## src/rtl/noc_tx_arbiter_if.sv

```systemverilog
// Request/injection bundle between per-core NI FIFOs, the tx arbiter and the router input port.
// master = arbiter side, slave = requesters/router side.
interface noc_tx_arbiter_if #(
    parameter int unsigned NUM_PORTS  = 4,
    parameter int unsigned DATA_WIDTH = 64,
    parameter int unsigned IDX_W      = $clog2(NUM_PORTS)
) ();

    logic [NUM_PORTS-1:0]            req_empty;
    logic [NUM_PORTS*DATA_WIDTH-1:0] req_data;
    logic [NUM_PORTS-1:0]            req_rd_en;
    logic                            out_valid;
    logic [DATA_WIDTH-1:0]           out_data;
    logic [IDX_W-1:0]                out_src;
    logic                            out_ready;
    logic [15:0]                     pkt_count;

    modport master (
        input  req_empty,
        input  req_data,
        input  out_ready,
        output req_rd_en,
        output out_valid,
        output out_data,
        output out_src,
        output pkt_count
    );

    modport slave (
        output req_empty,
        output req_data,
        output out_ready,
        input  req_rd_en,
        input  out_valid,
        input  out_data,
        input  out_src,
        input  pkt_count
    );

endinterface

```

## src/rtl/noc_tx_arbiter.sv

```systemverilog
// Round-robin arbiter sharing one router injection link between NUM_PORTS NI FIFOs.
// Optional macro NOC_ARB_PORT0_PRIO_EN makes port 0 strict-priority over the round-robin ports.
module noc_tx_arbiter #(
    parameter int unsigned NUM_PORTS  = 4,
    parameter int unsigned DATA_WIDTH = 64,
    parameter int unsigned IDX_W      = $clog2(NUM_PORTS)
) (
    input logic                clk,
    input logic                reset,
    noc_tx_arbiter_if.master   bus
);

    typedef enum logic [0:0] {StIdle, StSend} state_e;

    state_e                  state_q, state_d;
    logic [IDX_W-1:0]        rr_ptr_q, rr_ptr_d;
    logic [DATA_WIDTH-1:0]   data_q, data_d;
    logic [IDX_W-1:0]        src_q, src_d;
    logic [15:0]             cnt_q, cnt_d;

    logic [NUM_PORTS-1:0]    rr_cand;
    logic                    win_vld;
    logic [IDX_W-1:0]        win_idx;
    logic                    rr_upd;
    logic                    load_opp;
    logic                    accept;
    logic [NUM_PORTS-1:0]    rd_en;

    // Winner: first candidate at or after rr_ptr, wrapping.
    always_comb begin
        int unsigned      p;
        logic [IDX_W-1:0] pi;
        rr_cand = ~bus.req_empty;
`ifdef NOC_ARB_PORT0_PRIO_EN
        rr_cand[0] = 1'b0;
`endif
        win_vld = 1'b0;
        win_idx = '0;
        for (int unsigned k = 0; k < NUM_PORTS; k++) begin
            p = 32'(rr_ptr_q) + k;
            if (p >= NUM_PORTS) begin
                p = p - NUM_PORTS;
            end
            pi = IDX_W'(p);
            if (!win_vld && rr_cand[pi]) begin
                win_vld = 1'b1;
                win_idx = pi;
            end
        end
        rr_upd = 1'b1;
`ifdef NOC_ARB_PORT0_PRIO_EN
        if (!bus.req_empty[0]) begin
            win_vld = 1'b1;
            win_idx = '0;
            rr_upd  = 1'b0;
        end
`endif
    end

    // Next-state and pop strobe.
    always_comb begin
        int unsigned nxt;
        state_d  = state_q;
        rr_ptr_d = rr_ptr_q;
        data_d   = data_q;
        src_d    = src_q;
        rd_en    = '0;
        nxt      = 32'(win_idx) + 1;
        if (nxt >= NUM_PORTS) begin
            nxt = 0;
        end

        load_opp = (state_q == StIdle) || ((state_q == StSend) && bus.out_ready);
        accept   = (state_q == StSend) && bus.out_ready;
        cnt_d    = cnt_q + 16'(accept);

        unique case (state_q)
            StIdle: begin
                if (win_vld) begin
                    state_d = StSend;
                end
            end
            StSend: begin
                if (bus.out_ready && !win_vld) begin
                    state_d = StIdle;
                end
            end
            default: state_d = StIdle;
        endcase

        if (load_opp && win_vld) begin
            data_d = bus.req_data[32'(win_idx)*DATA_WIDTH +: DATA_WIDTH];
            src_d  = win_idx;
            if (rr_upd) begin
                rr_ptr_d = IDX_W'(nxt);
            end
            // Reset is async; keep the combinational pop from leaking while it is held.
            if (!reset) begin
                rd_en[win_idx] = 1'b1;
            end
        end
    end

    always_ff @(posedge clk or posedge reset) begin
        if (reset) begin
            state_q  <= StIdle;
            rr_ptr_q <= '0;
            data_q   <= '0;
            src_q    <= '0;
            cnt_q    <= '0;
        end else begin
            state_q  <= state_d;
            rr_ptr_q <= rr_ptr_d;
            data_q   <= data_d;
            src_q    <= src_d;
            cnt_q    <= cnt_d;
        end
    end

    assign bus.req_rd_en = rd_en;
    assign bus.out_valid = (state_q == StSend);
    assign bus.out_data  = data_q;
    assign bus.out_src   = src_q;
    assign bus.pkt_count = cnt_q;

    a_rd_onehot: assert property (@(posedge clk) disable iff (reset)
        $onehot0(bus.req_rd_en));

    a_rd_not_empty: assert property (@(posedge clk) disable iff (reset)
        (bus.req_rd_en & bus.req_empty) == '0);

    a_hold_stable: assert property (@(posedge clk) disable iff (reset)
        (bus.out_valid && !bus.out_ready) |=>
            (bus.out_valid && $stable(bus.out_data) && $stable(bus.out_src)));

endmodule

```

## src/flat_wrapper.sv

```systemverilog
// flat-port wrapper written by rule: the top's interface ports become plain ports
module noc_tx_arbiter_flat 
#(
    parameter int unsigned NUM_PORTS  = 4,
    parameter int unsigned DATA_WIDTH = 64,
    parameter int unsigned IDX_W      = $clog2(NUM_PORTS)
)
  (clk, reset, bus_req_empty, bus_req_data, bus_out_ready, bus_req_rd_en, bus_out_valid, bus_out_data, bus_out_src, bus_pkt_count);
  noc_tx_arbiter_if #(.NUM_PORTS(NUM_PORTS), .DATA_WIDTH(DATA_WIDTH), .IDX_W(IDX_W)) bus_i ();
  input logic clk;
  input logic reset;
  input wire logic [$bits(bus_i.req_empty)-1:0] bus_req_empty;
  input wire logic [$bits(bus_i.req_data)-1:0] bus_req_data;
  input wire logic [$bits(bus_i.out_ready)-1:0] bus_out_ready;
  output wire logic [$bits(bus_i.req_rd_en)-1:0] bus_req_rd_en;
  output wire logic [$bits(bus_i.out_valid)-1:0] bus_out_valid;
  output wire logic [$bits(bus_i.out_data)-1:0] bus_out_data;
  output wire logic [$bits(bus_i.out_src)-1:0] bus_out_src;
  output wire logic [$bits(bus_i.pkt_count)-1:0] bus_pkt_count;
  assign bus_i.req_empty = bus_req_empty;
  assign bus_i.req_data = bus_req_data;
  assign bus_i.out_ready = bus_out_ready;
  assign bus_req_rd_en = bus_i.req_rd_en;
  assign bus_out_valid = bus_i.out_valid;
  assign bus_out_data = bus_i.out_data;
  assign bus_out_src = bus_i.out_src;
  assign bus_pkt_count = bus_i.pkt_count;
  noc_tx_arbiter #(.NUM_PORTS(NUM_PORTS), .DATA_WIDTH(DATA_WIDTH), .IDX_W(IDX_W)) u_core (.clk(clk), .reset(reset), .bus(bus_i));
endmodule
```

## config.mk

```make
export PLATFORM = sky130hd
export DESIGN_NAME = noc_tx_arbiter_flat
export DESIGN_NICKNAME = d
export VERILOG_FILES = /design/src/rtl/noc_tx_arbiter_if.sv /design/src/rtl/noc_tx_arbiter.sv /design/src/flat_wrapper.sv
export SDC_FILE = /design/constraint.sdc
export NUM_CORES = 1
export LEC_CHECK = 0
export BUFFER_PORTS_ARGS = -buffer_cell sky130_fd_sc_hd__buf_2
export CAP_MARGIN = 30
export CORE_AREA = 2 2 135 137
export DETAILED_ROUTE_END_ITERATION = 8
export DIE_AREA = 0 0 137 139
export PLACE_DENSITY = 0.66
export SYNTH_ARGS = -nofsm -noshare
export SYNTH_HDL_FRONTEND = slang
export SYNTH_SLANG_ARGS = --single-unit
```

## constraint.sdc

```tcl
create_clock -name clk -period 6.6 [get_ports clk]
set_clock_uncertainty 0.2 [all_clocks]
set_input_delay 0.33 -clock clk [delete_from_list [all_inputs] [get_ports clk]]
set_output_delay 0.33 -clock clk [all_outputs]
set_load 0.01 [all_outputs]
```

==> results.toml <==
[pwr]
total_power_mw = 2.22
leakage_nw = 3.52
peakVddDrop_uv = 124
power_density_nw_per_um2 = 321

[sta]
worstMarginPinSlew_ns = 0.806
fin_crit_ns = 3.71
slew_headroom = 0.463
fin_ws_ns = 2.89
slew_viol_final = 0
setup_violations = 0
max_freq_mhz = 270
finalHoldViolCount = 0
tns_ns = 0
timing.final.crit_share = 0.561
rsz0062_at_grt = "no"

[clocking]
clockBufferDepth = 2
cts_tree = "yes"
cts_num_sinks = 85
clk_latency_ns = 0.34
numCtsBuffers = 9
cts_resized = 0
cts_root_buf = "clkbuf_16"
path_clk_slew_ns = 0.07
htreeDepth = 3

[critical_path]
r2r-start = "u_core.rr_ptr_q[1]"
cp_data_required_time_ns = 6.07
crit_buf_inv = 3
endpoint_kind = "output pin"
cp.arrival_ns = 3.18
slowest_delay_ns = 0.68
worstSetupPathType = "register to output pin"
r2r-end = "u_core.rr_ptr_q[1]"
start_kind = "register"
cp_cell_sequence = "nor2b_1 -> o21ai_1 -> or3b_4 -> buf_4 -> inv_1 -> ha_1 -> and3_1 -> buf_2"
worstRegToRegCells = 8
crit_family = "simple AND/OR/NAND/NOR gates"
setup.worst_path.start = "u_core.rr_ptr_q[1]"
crit_fanout = 35
critical_path_cell_count = 8
slowest_stage = "or3b_4"
r2r_slack_ns = 3.54

[placed_design]
place.gp.congestion = 0.801
dpl.hpwl_um = 13100
placed_cells = 1008
io_buffers = 349
dpl_worst_slack_ns = 3.26

[drt]
ant_nets = 0
drt_wl_total_um = 18100
drc = 0
via_per_inst = 5.00
wl_per_cell_um = 17.6
vias = 5137
drtIter0Drc = 251
drt-pass1-iter-count = 5

[floorplan]
coreArea_um2 = 17700
initial_core_util = 0.264
dieArea_um2 = 19000
die_x_um = 137
die_h_um = 139
io_pins = 350
fp-row-count = 49

[layout]
area_growth_pct = 48.3
fin_nets = 1057
instances_no_fill = 1027
layout-drive-gt1-share = 0.477
filler_cell_count = 1781
seqCellArea_um2 = 2130
multi_input_area_um2 = 2350

[logic_synthesis]
synth_area_um2 = 4670
synthFlopType = "dfrtp_1"
synth_top_area_share = 0.456
yosysTopAreaCell = "dfrtp_1"
syn_area_per_cell_um2 = 10.0
synth_nets = 732
synthCells = 466
synth_common_cells = "85 x dfrtp_1, 70 x nor2_1, 64 x a221oi_1, 64 x mux2i_1, 64 x o22ai_1"
synth_warnings = 0
synth.most_common_cell = "dfrtp_1"
synth_enable_flop_cells = 0
synthArstFlopShare = 1.00
synth_area_leaders = "dfrtp_1 46%, mux2i_1 14%, a221oi_1 12%"
ys_ff_latch = 85
synthDistinctLibCells = 32
seq_area_frac_synth = 0.456

[job]
maxCapViolations = 0

[global_route]
grt_pass1_vias = 4976
grt_usage = 0.183
grt_pass1_wl_um = 26900
grt_max_degree = 70
gr-total-overflow = 0
antenna_found_initial = 4

[worst_hold_path]
hold_end = "u_core.bus.out_data[4]"
hold_path_class = "primary input to register"
hold_depth = 3
worstHoldStart = "bus_req_data[4]"

[run_status]
outcome = "completed"
-- sequential cells by signal (all words and copies together), names as in the netlist --
name	cells
u_core.bus.out_src	2
u_core.bus.out_valid	1
u_core.bus.out_data	64
u_core.rr_ptr_q	2
u_core.bus.pkt_count	16
-- report_power, final --
group | total (mW) | leakage (nW) | internal [mW] | switching, mW
clock | 0.574 | 0.157 | 0.337 | 0.237
sequential | 0.763 | 0.999 | 0.668 | 0.0952
combinational | 0.883 | 2.37 | 0.385 | 0.498
total | 2.22 | 3.52 | 1.39 | 0.830
-- cell usage in the layout (no fill, tap or decap), types with 2 or more instances in the layout --
cell and instances:
a21oi_1 3, a221oi_1 64, and2_1 4, and3_1 6, buf_2 349, buf_4 8, bufinv_16 2, clkbuf_16 9
dfrtp_1 85, diode_2 2, ha_1 3, inv_6 3, mux2i_1 64, nand2_1 15, nand2_2 3, nand2b_1 4
nand3_1 3, nand4_1 3, nor2_1 70, nor2b_1 2, nor3_1 2, o21ai_0 2, o22ai_1 64, xnor2_1 9
xor2_1 5
-- kinds of logic after synthesis --
group | after synthesis | share of synthesized area
buf+inv | 46 | 0.0461
fa+ha+maj | 3 | 0.00804
mux | 64 | 0.137
xor+xnor | 14 | 0.0263
flops | 85 | 0.456
simple gates | 116 | 0.108
compound gates | 138 | 0.219
-- tightest hold or removal path, stage by stage --
cell and delay [ns]:
buf_2 0.07, a221oi_1 0.06, o22ai_1 0.12
-- worst max-delay path by stage --
stage / endpoint / slack, ns
2_1_floorplan: bus_req_rd_en[3] / 3.54
3_3_place_gp: bus_req_rd_en[3] / 3.34
3_5_place_dp: bus_req_rd_en[3] / 3.26
4_1_cts: bus_req_rd_en[3] / 2.87
5_1_grt: bus_req_rd_en[3] / 2.76
6_report: bus_req_rd_en[3] / 2.89
-- through the flow --
stage                     cell area, µm²  hold slack, ns  utilization
after detailed placement            6580           0.258        0.373
after floorplan                     4670           0.304            -
after global routing                6920          0.0790        0.392
final                               6920          0.0875        0.392
after global placement              6580           0.252        0.373
after CTS                           6920          0.0717        0.392
-- final cells by class --
cell class | instances | share of cell area
multi-input combinational | 335 | 0.339
sequential | 85 | 0.307
timing repair buffer | 358 | 0.262
tap | 229 | 0.0414
clock buffer | 9 | 0.0325
clock inverter | 7 | 0.0148
inverter | 2 | 0.00127
antenna | 2 | 0.000723
-- routing by layer --
metal,share of wire,global-route usage,vias up
met5,0.00039,0,-
met4,0.014,0.0613,2
met3,0.080,0.0424,18
met2,0.52,0.331,274
met1,0.39,0.208,2402
li1,-,-,2441
-- timing repair --
item,4_1_cts,5_1_grt
buffers inserted,0,0
endpoints found under the hold margin,37,0
endpoints found under the setup margin,0,0
hold buffers,1,0
No activity file was read; power rests on OpenSTA's default activity.
